$ cat config.mk
export PLATFORM = sky130hd
export DESIGN_NAME = alu_issue_seq
export DESIGN_NICKNAME = d
export VERILOG_FILES = /design/src/rtl/alu_issue_seq.sv
export SDC_FILE = /design/constraint.sdc
export NUM_CORES = 1
export LEC_CHECK = 0
export CAP_MARGIN = 20
export CORE_UTILIZATION = 30
export CTS_CLUSTER_DIAMETER = 40
export DETAILED_ROUTE_END_ITERATION = 10
export PLACE_DENSITY = 0.76
export SYNTH_ARGS = -nofsm -noshare
export SYNTH_HDL_FRONTEND = slang
export SYNTH_SLANG_ARGS = --single-unit
$ cat constraint.sdc
create_clock -name clk -period 3.1 [get_ports clk]
set_clock_uncertainty 0.1 [all_clocks]
set_input_delay 0.31 -clock clk [delete_from_list [all_inputs] [get_ports clk]]
set_output_delay 0.31 -clock clk [all_outputs]
set_load 0.02 [all_outputs]
$ cat src/rtl/alu_issue_seq.sv
// Issue/retire sequencer driving a 32-bit ALU: decodes an instruction, registers ALU inputs,
// captures result/flags one cycle later and returns the response over a valid/ready handshake.
module alu_issue_seq #(
    parameter int unsigned XLEN = 32
) (
    input  logic            clk,
    input  logic            rst,
    input  logic            in_valid,
    output logic            in_ready,
    input  logic [XLEN-1:0] op_a,
    input  logic [XLEN-1:0] op_b,
    input  logic [6:0]      opcode,
    input  logic [2:0]      funct3,
    input  logic            funct7_5,
    output logic [XLEN-1:0] alu_a,
    output logic [XLEN-1:0] alu_b,
    output logic [2:0]      alu_ctrl,
    input  logic [XLEN-1:0] alu_result,
    input  logic            alu_v,
    input  logic            alu_c,
    input  logic            alu_z,
    input  logic            alu_n,
    output logic            out_valid,
    input  logic            out_ready,
    output logic [XLEN-1:0] out_result,
    output logic            out_branch_taken,
    output logic            out_illegal
);

    localparam logic [2:0] CtrlAdd = 3'b000;
    localparam logic [2:0] CtrlSub = 3'b001;
    localparam logic [2:0] CtrlAnd = 3'b010;
    localparam logic [2:0] CtrlOr  = 3'b011;
    localparam logic [2:0] CtrlSlt = 3'b101;

    typedef enum logic [1:0] {StIdle, StExec, StDone} state_e;

    state_e     state_q, state_d;
    logic [2:0] dec_ctrl;
    logic       dec_illegal;
    logic       dec_branch;
    logic [2:0] br_sel_q;
    logic       is_branch_q;
    logic       illegal_q;
    logic       taken;

    always_comb begin
        dec_ctrl    = CtrlAdd;
        dec_illegal = 1'b0;
        dec_branch  = 1'b0;
        case (opcode)
            7'b0110011, 7'b0010011: begin
                case (funct3)
                    3'b000:  dec_ctrl = (funct7_5 && opcode[5]) ? CtrlSub : CtrlAdd;
                    3'b111:  dec_ctrl = CtrlAnd;
                    3'b110:  dec_ctrl = CtrlOr;
                    3'b010:  dec_ctrl = CtrlSlt;
                    default: dec_illegal = 1'b1;
                endcase
            end
            7'b0000011, 7'b0100011: dec_ctrl = CtrlAdd;
            7'b1100011: begin
                dec_ctrl    = CtrlSub;
                dec_branch  = 1'b1;
                dec_illegal = (funct3 == 3'b010) || (funct3 == 3'b011);
            end
            default: dec_illegal = 1'b1;
        endcase
        if (dec_illegal) begin
            dec_ctrl = CtrlAdd;
        end
    end

    // Flags are only meaningful during EXEC, when the ALU sees the registered operands.
    always_comb begin
        taken = 1'b0;
        if (is_branch_q && !illegal_q) begin
            case (br_sel_q)
                3'b000:  taken = alu_z;
                3'b001:  taken = ~alu_z;
                3'b100:  taken = alu_n ^ alu_v;
                3'b101:  taken = ~(alu_n ^ alu_v);
                3'b110:  taken = ~alu_c;
                3'b111:  taken = alu_c;
                default: taken = 1'b0;
            endcase
        end
    end

    always_ff @(posedge clk) begin
        if (rst) begin
            state_q <= StIdle;
        end else begin
            state_q <= state_d;
        end
    end

    always_comb begin
        state_d   = state_q;
        in_ready  = 1'b0;
        out_valid = 1'b0;
        case (state_q)
            StIdle: begin
                in_ready = 1'b1;
                if (in_valid) begin
                    state_d = StExec;
                end
            end
            StExec: state_d = StDone;
            StDone: begin
                out_valid = 1'b1;
                if (out_ready) begin
                    state_d = StIdle;
                end
            end
            default: state_d = StIdle;
        endcase
    end

    always_ff @(posedge clk) begin
        if (rst) begin
            alu_a            <= '0;
            alu_b            <= '0;
            alu_ctrl         <= CtrlAdd;
            br_sel_q         <= 3'b000;
            is_branch_q      <= 1'b0;
            illegal_q        <= 1'b0;
            out_result       <= '0;
            out_branch_taken <= 1'b0;
            out_illegal      <= 1'b0;
        end else begin
            if (state_q == StIdle && in_valid) begin
                alu_a       <= op_a;
                alu_b       <= op_b;
                alu_ctrl    <= dec_ctrl;
                br_sel_q    <= funct3;
                is_branch_q <= dec_branch;
                illegal_q   <= dec_illegal;
            end
            if (state_q == StExec) begin
                out_result       <= illegal_q ? '0 : alu_result;
                out_branch_taken <= taken;
                out_illegal      <= illegal_q;
            end
        end
    end

endmodule

== After elaboration in Yosys (flattened, before gate mapping) ==
Index checks and enable logic that the tools add are counted.

* Reductions and logical operators: 12
* Muxes and demuxes: 15
* Equality and inequality tests: 18
* Bitwise gates (word level): 4

{| class="wikitable"
|+ Operators by type and width
! kind !! count
|-
| $mux 32 || 1
|-
| $eq 3x3->1 const B || 6
|-
| $eq 7x6->1 const B || 2
|-
| $pmux 3 s4 || 1
|-
| $eq 7x2->1 const B || 1
|-
| $eq 7x5->1 const B || 1
|-
| $eq 7x7->1 const B || 1
|-
| $eq 3x2->1 const B || 2
|-
| $logic_not 3->1 || 2
|-
| $mux 1 || 6
|-
| $pmux 1 s6 || 1
|-
| $pmux 2 s3 || 1
|-
| $pmux 3 s2 || 1
|-
| $mux 2 || 2
|-
| $ne 2x2->1 const B || 2
|-
| $reduce_or 2->1 || 2
|-
| $reduce_or 4->1 || 1
|-
| $eq 3x1->1 const B || 1
|-
| $logic_and 1x1->1 || 3
|-
| $mux 3 || 1
|-
| $not 1->1 || 3
|-
| $pmux 1 s3 || 1
|-
| $eq 2x1->1 const B || 1
|-
| $eq 2x2->1 const B || 1
|-
| other kinds (5) || 5
|}

* Register bits: 108
* Word-level logic and storage cells: 59
* Input port bits: 115

== Depth between registers and ports, before layout ==
Gate-level depths: netlist of the first run.

* Word-level depth: 5
* Mapped depth: 7
* Depth with buffers taken out: 4

== Worst setup path before layout of the first run ==
No wires, ideal clock.

* Path kind: register to register
* Start: register state_q[1]
* End: register alu_b[17]
* Path buffers: 3
* Data arrival time: 1.399 ns
* Cell stages (with the launch flop): 8
* Slack: 1.531 ns
* Data required time: 2.929 ns
* Library setup time: 0.071 ns
* Cell sequence: dfxtp_1 nor2_1 and2_1 buf_2 buf_2 buf_4 nand2_1 a21oi_1

* Longest elaborated chain between the ends: 2

{| class="wikitable"
|+ Ends and longest elaborated chain
! element !! RTL line !! text
|-
| start, declared || 38 || <nowiki>state_e state_q, state_d;</nowiki>
|-
| start signal, assigned || 92 || <nowiki>state_q <= StIdle;</nowiki>
|-
| start signal, assigned || 94 || <nowiki>state_q <= state_d;</nowiki>
|-
| $logic_not 2->1 || 132 || <nowiki>if (state_q == StIdle && in_valid) begin</nowiki>
|-
| $logic_and 1x1->1 || 132 ||
|-
| end signal, assigned || 134 || <nowiki>alu_b <= op_b;</nowiki>
|-
| end, declared || 16 || <nowiki>output logic [XLEN-1:0] alu_b,</nowiki>
|}

Every way passes these cells.
A chain may end at the register's enable or synchronous reset.

== Worst setup path in the final report of the first run ==
* Start: register state_q[1]
* End: output out_valid

* Longest elaborated chain between the ends: 2

{| class="wikitable"
|+ Ends and longest elaborated chain
! element !! RTL line !! text
|-
| $eq 2x2->1 || 102 || <nowiki>case (state_q)</nowiki>
|-
| $mux 1 || 102 ||
|-
| end, declared || 23 || <nowiki>output logic out_valid,</nowiki>
|}

Every way passes these cells.

==> out/metrics.cfg, run 1 <==
[outcome]
status=finished clean

[worst_setup_path]
endpoint_kind=output port
crit_buf_inv=1
path_max_fanout=4
critPathLaunchType=register
critPathSlowestCell=clkdlybuf4s50_1
crit_family=buffers and inverters
critPathRequiredTime_ns=2.69
crit_chain=nor2b_1 > clkdlybuf4s50_1
crit_arrival_ns=1.47
slowest_delay_ns=0.62
critical_path_class=reg2out

[power_and_ir_drop]
powerDensity_nw_per_um2=489
p_leak_nw=2.39
irDropWorstVdd_v=0.000222
p_total_mw=3.24

[sta]
max_slew_margin_pct=49.2
setup_violations=0
worstMarginPinSlew_ns=0.762
fin_crit_sh_pct=60.8
fin_tns_setup_ns=0
max_freq_mhz=531
rsz0062_at_grt=false
hold_viol=0
slew_viol_final=0
post-route-min-period_ns=1.88

[placed_design]
port-buffer-count=217
place_congestion=0.797
dpl.hpwl_um=8180

[drt]
wire_per_inst_um=13.5
detail_route.vias_per_cell=4.56
finalWirelength_um=11600
drt_pass1_iterations=4
ant_nets=0
vias=3932
remaining_drc_errors=0
drtIter0Drc=200

[grt]
grt-ovfl-total=0
grt_start_max_net_pins=111
grt_use_total_pct=16.6
grt_pass1_wl_um=18600
antenna_found_initial=0
grt_pass1_vias=3838

[die]
die_w_um=118
fp.dieH_um=118
coreArea_sq_um=12800
die_area_sq_um=13900
start_util_pct=31.4
rows=41
ios=218

[synthesis]
syn_area_sq_um=4030
syn_avg_cell_area_sq_um=8.18
ys_types=29
yosysSeqAreaShare_pct=53.7
ys_warn_count=0
synth_cells=492
synth.net_count=607
ys_seq_elements=108

[finish]
drive_gt1_share_pct=4.20
layout_common_cells=216 x clkdlybuf4s50_1, 136 x nand2_1, 108 x dfxtp_1
final_common_cell=clkdlybuf4s50_1
nNetsFinal=801
n_antenna_cell=0
syn2layout_area_growth_pct=64.6

[clock_network]
cts_setup_buffers=0
h-tree-depth=3
clkSinkCount=108
cts_tree=yes
cts_buffers=9
clock-root-buffer=clkbuf_16
clockBufferDepth=2
cts_hold_buf=0
post_cts_resized=0
clock_latency_ns=0.34
clk_pin_slew_ns=0.07

[run]
drv_cap=0

[min_path]
min_path_type=in2reg

-- metrics by stage --
stage	cell area (sq um)	hold WS, ns	setup slack (ns)	cells	utilization, %
global placement	6260	0.341	0.633	844	48.8
finish	6630	0.257	1.22	863	51.7
detailed placement	6290	0.347	0.579	845	49.0
global route	6630	0.259	0.991	863	51.7
floorplan	4030	0.346	1.53	492	-
CTS	6580	0.357	0.955	861	51.3
-- metal layers --
metal	track usage, %	wire [um]
met5	0	0
met4	6.41	195
met2	29.3	5820
met1	18.5	4810
met3	5.18	791
-- worst paths after layout --
check,start,cells past startpoint,slack [ns],endpoint
max,state_q[1],2,1.22,out_valid
min,rst,2,0.26,out_result[16]
max reg2reg,state_q[0],5,1.22,alu_b[10]
min reg2reg,alu_b[7],2,0.35,alu_b[7]
-- Yosys cell counts --
| cell | n | area, sq um |
|---|---|---|
| clkbuf_1 | 24 | 90.1 |
| or3b_1 | 1 | 8.76 |
| nand2b_1 | 3 | 18.8 |
| nand4bb_1 | 1 | 11.3 |
| xnor3_1 | 1 | 22.5 |
| xnor2_1 | 2 | 17.5 |
| nor2_1 | 41 | 154 |
| a22oi_1 | 4 | 30.0 |
| o21ba_2 | 1 | 10.0 |
| buf_2 | 12 | 60.1 |
| mux2i_1 | 1 | 10.0 |
| nor3_2 | 1 | 10.0 |
| or4b_1 | 1 | 10.0 |
| nand2_1 | 136 | 510 |
| and2_1 | 1 | 6.26 |
| buf_1 | 2 | 7.51 |
| nand3b_1 | 4 | 30.0 |
| a21oi_1 | 103 | 515 |
| a32oi_1 | 1 | 8.76 |
| nor2b_1 | 1 | 6.26 |
| o211ai_1 | 1 | 7.51 |
| nor3b_1 | 33 | 248 |
| buf_4 | 2 | 15.0 |
| dfxtp_1 | 108 | 2160 |
| o21ai_0 | 1 | 5.00 |
| buf_6 | 1 | 11.3 |
| o21bai_1 | 2 | 15.0 |
| o41ai_2 | 1 | 16.3 |
| inv_1 | 2 | 7.51 |
-- cells by family (layout without fill, tap and decap cells) --
family / count (synthesis) / in the layout / synth area share [%]
AND/OR/NAND/NOR: 223 / 223 / 25.2
AO/OA/AOI/OAI: 114 / 114 / 15.1
flip-flops: 108 / 108 / 53.7
XOR/XNOR: 3 / 3 / 0.995
buffers and inverters: 43 / 242 / 4.76
multiplexers: 1 / 1 / 0.249
-- flip-flops by register name (all words and copies together), names as in the netlist --
register          cells
alu_a                32
state_q               2
alu_ctrl              3
br_sel_q              3
out_result           32
alu_b                32
illegal_q             1
out_branch_taken      1
is_branch_q           1
out_illegal           1
-- worst register-to-register path, stage by stage, from the launching register on --
cell and delay [ns]:
dfxtp_1 0.34, nor2_1 0.12, and2_2 0.66, buf_4 0.38, nand2_1 0.10, a21oi_1 0.13
-- final cells by class --
cell class	count	area, sq um
timing repair buffer	224	2270
inverter	2	7.51
clock inverter	3	20.0
multi-input combinational	341	1680
fill	1186	6200
tap	172	215
clock buffer	13	270
sequential	108	2160
-- report_power, final --
part	internal [mW]	leakage [nW]	switching [mW]
clock network	0.610	0.138	0.485
logic	0.335	1.37	0.301
registers	1.46	0.884	0.0461
total	2.41	2.39	0.832
Note: power is estimated with default switching activity, not from simulation.
==> run 2, diff against run 1 <==
==> constraint.sdc (replaced) <==
create_clock -name clk -period 1.75 [get_ports clk]
set_clock_uncertainty 0.1 [all_clocks]
set_input_delay 0.175 -clock clk [delete_from_list [all_inputs] [get_ports clk]]
set_output_delay 0.175 -clock clk [all_outputs]
set_load 0.02 [all_outputs]
==> out/metrics.cfg, run 2 (same netlist as run 1, synthesis figures left out) <==
[sta]
setup_ws_ns=0.132  ; -1.08 ns
fin_tns_setup_ns=0  ; unchanged
hold_viol=0  ; unchanged
post-route-min-period_ns=1.62
fin_crit_sh_pct=92.4
worstMarginPinSlew_ns=0.448  ; -0.315 ns
slew_viol_final=0  ; unchanged
max_freq_mhz=618
rsz0062_at_grt=false
max_slew_margin_pct=70.2  ; +21 points
setup_violations=0  ; unchanged
hold_slack_ns=0.100  ; -0.157 ns

[outcome]
status=finished clean

[clock_network]
h-tree-depth=3  ; unchanged
clockBufferDepth=2  ; unchanged
cts_hold_buf=0  ; unchanged
cts_tree=yes
clk_pin_slew_ns=0.07  ; about the same
clock-root-buffer=clkbuf_16
clock_latency_ns=0.34  ; about the same
cts_buffers=9  ; unchanged
clkSinkCount=108  ; unchanged

[grt]
grt-ovfl-total=0  ; unchanged
grt_use_total_pct=17.1  ; +0.54 points
grt_start_max_net_pins=69  ; -38%
antenna_found_initial=0  ; unchanged
grt_pass1_vias=3961  ; +3.2%
grt_pass1_wl_um=19200  ; +3.2%

[worst_setup_path]
crit_chain=clkdlybuf4s50_1
rrSetupSlack_ns=0.16  ; -1.06 ns
rr_worst_depth=5  ; unchanged
endpoint_kind=output port
crit_family=buffers and inverters
path_depth=1  ; -1
path_max_fanout=2  ; -2
critPathRequiredTime_ns=1.47  ; -1.22 ns
slowest_delay_ns=0.66  ; +0.04 ns
crit_buf_inv=1  ; unchanged
critical_path_class=reg2out
critPathLaunchType=register
crit_arrival_ns=1.34  ; -0.13 ns
critPathSlowestCell=clkdlybuf4s50_1

[finish]
layout_common_cells=214 x clkdlybuf4s50_1, 136 x nand2_1, 108 x dfxtp_1
nNetsFinal=804  ; +0.37%
stdcell_count=866  ; +0.35%
drive_gt1_share_pct=4.76  ; +0.56 points
design_area_sq_um=6630  ; +0.11%
syn2layout_area_growth_pct=64.8
n_antenna_cell=0  ; unchanged
final_common_cell=clkdlybuf4s50_1
top_regs=alu_a: 32 flops, alu_b: 32 flops, out_result: 32 flops
final_util_pct=51.7  ; +0.059 points

[die]
ios=218  ; unchanged
die_w_um=118  ; unchanged
die_area_sq_um=13900  ; unchanged
fp.dieH_um=118  ; unchanged
start_util_pct=31.4  ; unchanged
rows=41  ; unchanged
coreArea_sq_um=12800  ; unchanged

[run]
drv_cap=0  ; unchanged

[power_and_ir_drop]
powerDensity_nw_per_um2=861  ; +76%
power_frac_comb_pct=19.9  ; +0.3 points
irDropWorstVdd_v=0.000363  ; +63%
seqPwrFrac_pct=46.7  ; about the same
sw_frac_of_total_pct=27.1  ; +1.4 points
p_clk_share_pct=33.3  ; -0.5 points
p_int_mw=4.17  ; +73%
p_total_mw=5.71  ; +76%
p_switching_mw=1.55  ; +86%
p_leak_nw=2.41  ; +0.70%

[drt]
drtIter0Drc=192  ; -4.0%
wire_per_inst_um=13.5  ; +0.11%
vias=3948  ; +0.41%
detail_route.vias_per_cell=4.56  ; about the same
ant_nets=0  ; unchanged
finalWirelength_um=11700  ; +0.46%
remaining_drc_errors=0  ; unchanged
drt_pass1_iterations=4  ; unchanged

[min_path]
min_path_type=in2reg
holdPathStages=2  ; unchanged

[placed_design]
place_congestion=0.761  ; -4.4%
placed_cell_area_sq_um=6350  ; +1.1%
port-buffer-count=217  ; unchanged
placed_cells=850  ; +0.59%
pre_cts_slack_ns=-0.156  ; -0.735 ns
dpl.hpwl_um=8530  ; +4.3%

-- run 2: cell count changes in the layout (fill, tap and decap cells not counted), moves of 2 or more --
cell             delta
buf_12              +3
clkbuf_8            -3
buf_16              -2
buf_4               +2
clkdlybuf4s50_1     -2
inv_6               +2
-- run 2: area by class of cell --
cell class                 instances  area, sq um
sequential                       108         2160
multi-input combinational        341         1680
tap                              172          215
clock inverter                     7         51.3
timing repair buffer             227         2300
inverter                           2         7.51
fill                            1184         6190
clock buffer                       9          225
-- run 2: metal layers --
| layer | wire (um) | track usage [%] |
|---|---|---|
| met1 | 4960 | 19.6 |
| met2 | 5590 | 28.8 |
| met3 | 773 | 4.89 |
| met4 | 343 | 9.21 |
| met5 | 0 | 0 |
-- run 2: power by group through the flow --
stage	logic (mW)	clock network, mW	registers, mW
final	1.14	1.90	2.67
after global routing	1.23	2.07	2.69
after CTS	1.15	1.97	2.67
after detailed placement	1.14	0	2.73
after global placement	1.13	0	2.72
after floorplan	0.377	0	2.87
-- run 2: repair_timing --
action,in CTS,in global routing
setup endpoints to repair,1,1
gates cloned,0,0
gates resized for setup,1,1
setup buffers,0,0
endpoints found under the hold margin,0,0
-- run 2: path summary, 6_finish.rpt --
kind,startpoint,end
worst max register to register,state_q[1],alu_ctrl[2]
worst max-delay path,out_branch_taken,out_branch_taken
worst min register to register,alu_a[12],alu_a[12]
worst min-delay path,rst,is_branch_q
==> run 3, diff against run 2 <==
--- a/config.mk
+++ b/config.mk
@@ -6,9 +6,11 @@
 export NUM_CORES = 1
 export LEC_CHECK = 0
 export CAP_MARGIN = 20
+export CORE_MARGIN = 2
 export CORE_UTILIZATION = 30
 export CTS_CLUSTER_DIAMETER = 40
 export DETAILED_ROUTE_END_ITERATION = 10
+export HOLD_SLACK_MARGIN = 0.06
 export PLACE_DENSITY = 0.76
 export SYNTH_ARGS = -nofsm -noshare
 export SYNTH_HDL_FRONTEND = slang
==> out/metrics.cfg, run 3 (same netlist as run 1, synthesis figures left out) <==
[outcome]
status=finished clean

[clock_network]
clock_latency_ns=0.34  ; about the same
cts_setup_buffers=0  ; unchanged
cts_tree=yes
h-tree-depth=3  ; unchanged
clockBufferDepth=2  ; unchanged
clk_pin_slew_ns=0.07  ; about the same
clkSinkCount=108  ; unchanged
clock-root-buffer=clkbuf_16
cts_buffers=9  ; unchanged

[finish]
top_regs=alu_a: 32 flops, alu_b: 32 flops, out_result: 32 flops
final_util_pct=50.8  ; -0.91 points
layout_common_cells=214 x clkdlybuf4s50_1, 136 x nand2_1, 108 x dfxtp_1
stdcell_count=874  ; +0.92%
design_area_sq_um=6700  ; +1.0%
final_common_cell=clkdlybuf4s50_1
drive_gt1_share_pct=5.01  ; +0.26 points
syn2layout_area_growth_pct=66.5
nNetsFinal=808  ; +0.50%
n_antenna_cell=0  ; unchanged

[sta]
slew_viol_final=0  ; unchanged
rsz0062_at_grt=false
fin_tns_setup_ns=0  ; unchanged
max_slew_margin_pct=69.2  ; -1.0 points
fin_crit_sh_pct=93.3  ; +0.80 points
worstMarginPinSlew_ns=0.463  ; +0.0150 ns
hold_slack_ns=0.161  ; +0.0608 ns
hold_viol=0  ; unchanged
setup_ws_ns=0.118  ; -0.0140 ns
max_freq_mhz=613  ; -0.86%
post-route-min-period_ns=1.63  ; +0.0140 ns
setup_violations=0  ; unchanged

[grt]
grt_use_total_pct=16.1  ; -1.0 points
antenna_found_initial=0  ; unchanged
grt_start_max_net_pins=58  ; -16%
grt_pass1_wl_um=18500  ; -3.9%
grt_pass1_vias=3678  ; -7.1%
grt-ovfl-total=0  ; unchanged

[power_and_ir_drop]
sw_frac_of_total_pct=26.0  ; -1.1 points
p_leak_nw=2.45  ; +1.5%
power_frac_comb_pct=19.9  ; about the same
p_clk_share_pct=34.4  ; +1.1 points
p_int_mw=4.31  ; +3.6%
seqPwrFrac_pct=45.7  ; -1.0 points
p_total_mw=5.83  ; +2.1%
irDropWorstVdd_v=0.000463  ; +28%
powerDensity_nw_per_um2=870  ; +1.0%
p_switching_mw=1.52  ; -1.9%

[worst_setup_path]
critPathRequiredTime_ns=1.47  ; about the same
crit_arrival_ns=1.36  ; +0.02 ns
critPathLaunchType=register
critical_path_class=reg2out
path_max_fanout=2  ; unchanged
crit_buf_inv=1  ; unchanged
crit_chain=clkdlybuf4s50_1
endpoint_kind=output port
critPathSlowestCell=clkdlybuf4s50_1
crit_family=buffers and inverters
slowest_delay_ns=0.65  ; about the same

[min_path]
min_path_type=in2reg

[placed_design]
dpl.hpwl_um=8260  ; -3.1%
placed_cells=858  ; +0.94%
place_congestion=0.762  ; about the same
pre_cts_slack_ns=-0.152  ; +0.00432 ns
placed_cell_area_sq_um=6410  ; +0.95%
port-buffer-count=217  ; unchanged

[die]
start_util_pct=30.5  ; -0.87 points
ios=218  ; unchanged
rows=42  ; +2.4%
die_w_um=120  ; +1.7%
fp.dieH_um=120  ; +1.7%
die_area_sq_um=14400  ; +3.4%
coreArea_sq_um=13200  ; +2.8%

[drt]
ant_nets=0  ; unchanged
wire_per_inst_um=13.4  ; -0.54%
drt_pass1_iterations=6  ; +2
drtIter0Drc=181  ; -5.7%
finalWirelength_um=11700  ; +0.38%
vias=3975  ; +0.68%
remaining_drc_errors=0  ; unchanged
detail_route.vias_per_cell=4.55  ; -0.24%

[run]
drv_cap=0  ; unchanged

[run 3: cell types whose count changed in the layout (fill, tap and decap cells not counted), sizes merged]
cell	before	now
clkbuf	9	11
bufinv	0	1
buf	11	15
clkinvlp	2	1
inv	4	2
[run 3: power by group through the flow]
stage	clock network, mW	registers [mW]	logic (mW)
6_report	2.01	2.66	1.16
5_1_grt	2.16	2.68	1.26
4_1_cts	2.07	2.66	1.18
3_5_place_dp	0	2.72	1.17
3_3_place_gp	0	2.71	1.16
2_1_floorplan	0	2.87	0.377
[run 3: final timing paths]
check,startpoint,end,slack [ns],cells after the start
worst max-delay path,alu_ctrl[0],alu_ctrl[0],0.12,1
worst min-delay path,rst,state_q[0],0.16,2
worst max register to register,state_q[1],alu_a[15],0.16,4
worst min register to register,alu_a[19],alu_a[19],0.35,2
[run 3: routing by layer]
| layer | GRT usage (%) | up-vias | share of wire [%] |
|---|---|---|---|
| li1 | - | 2017 | - |
| met1 | 20.2 | 1801 | 44 |
| met2 | 24.6 | 134 | 45 |
| met3 | 5.89 | 23 | 7.7 |
| met4 | 7.50 | 0 | 3.0 |
| met5 | 0 | - | 0 |
[run 3: area by class of cell]
cell class | count | area (sq um)
inverters | 2 | 7.51
clock buffers | 11 | 233
well taps | 176 | 220
flip-flops and latches | 108 | 2160
fillers | 1287 | 6490
clock inverters | 5 | 52.6
multi-input cells | 341 | 1680
repair buffers | 231 | 2350
[run 3: timing repair]
item / CTS / global route
gates resized for setup: 1 / 1
pin swaps: 0 / 0
hold buffers: 0 / 0
endpoints found under the setup margin: 1 / 1
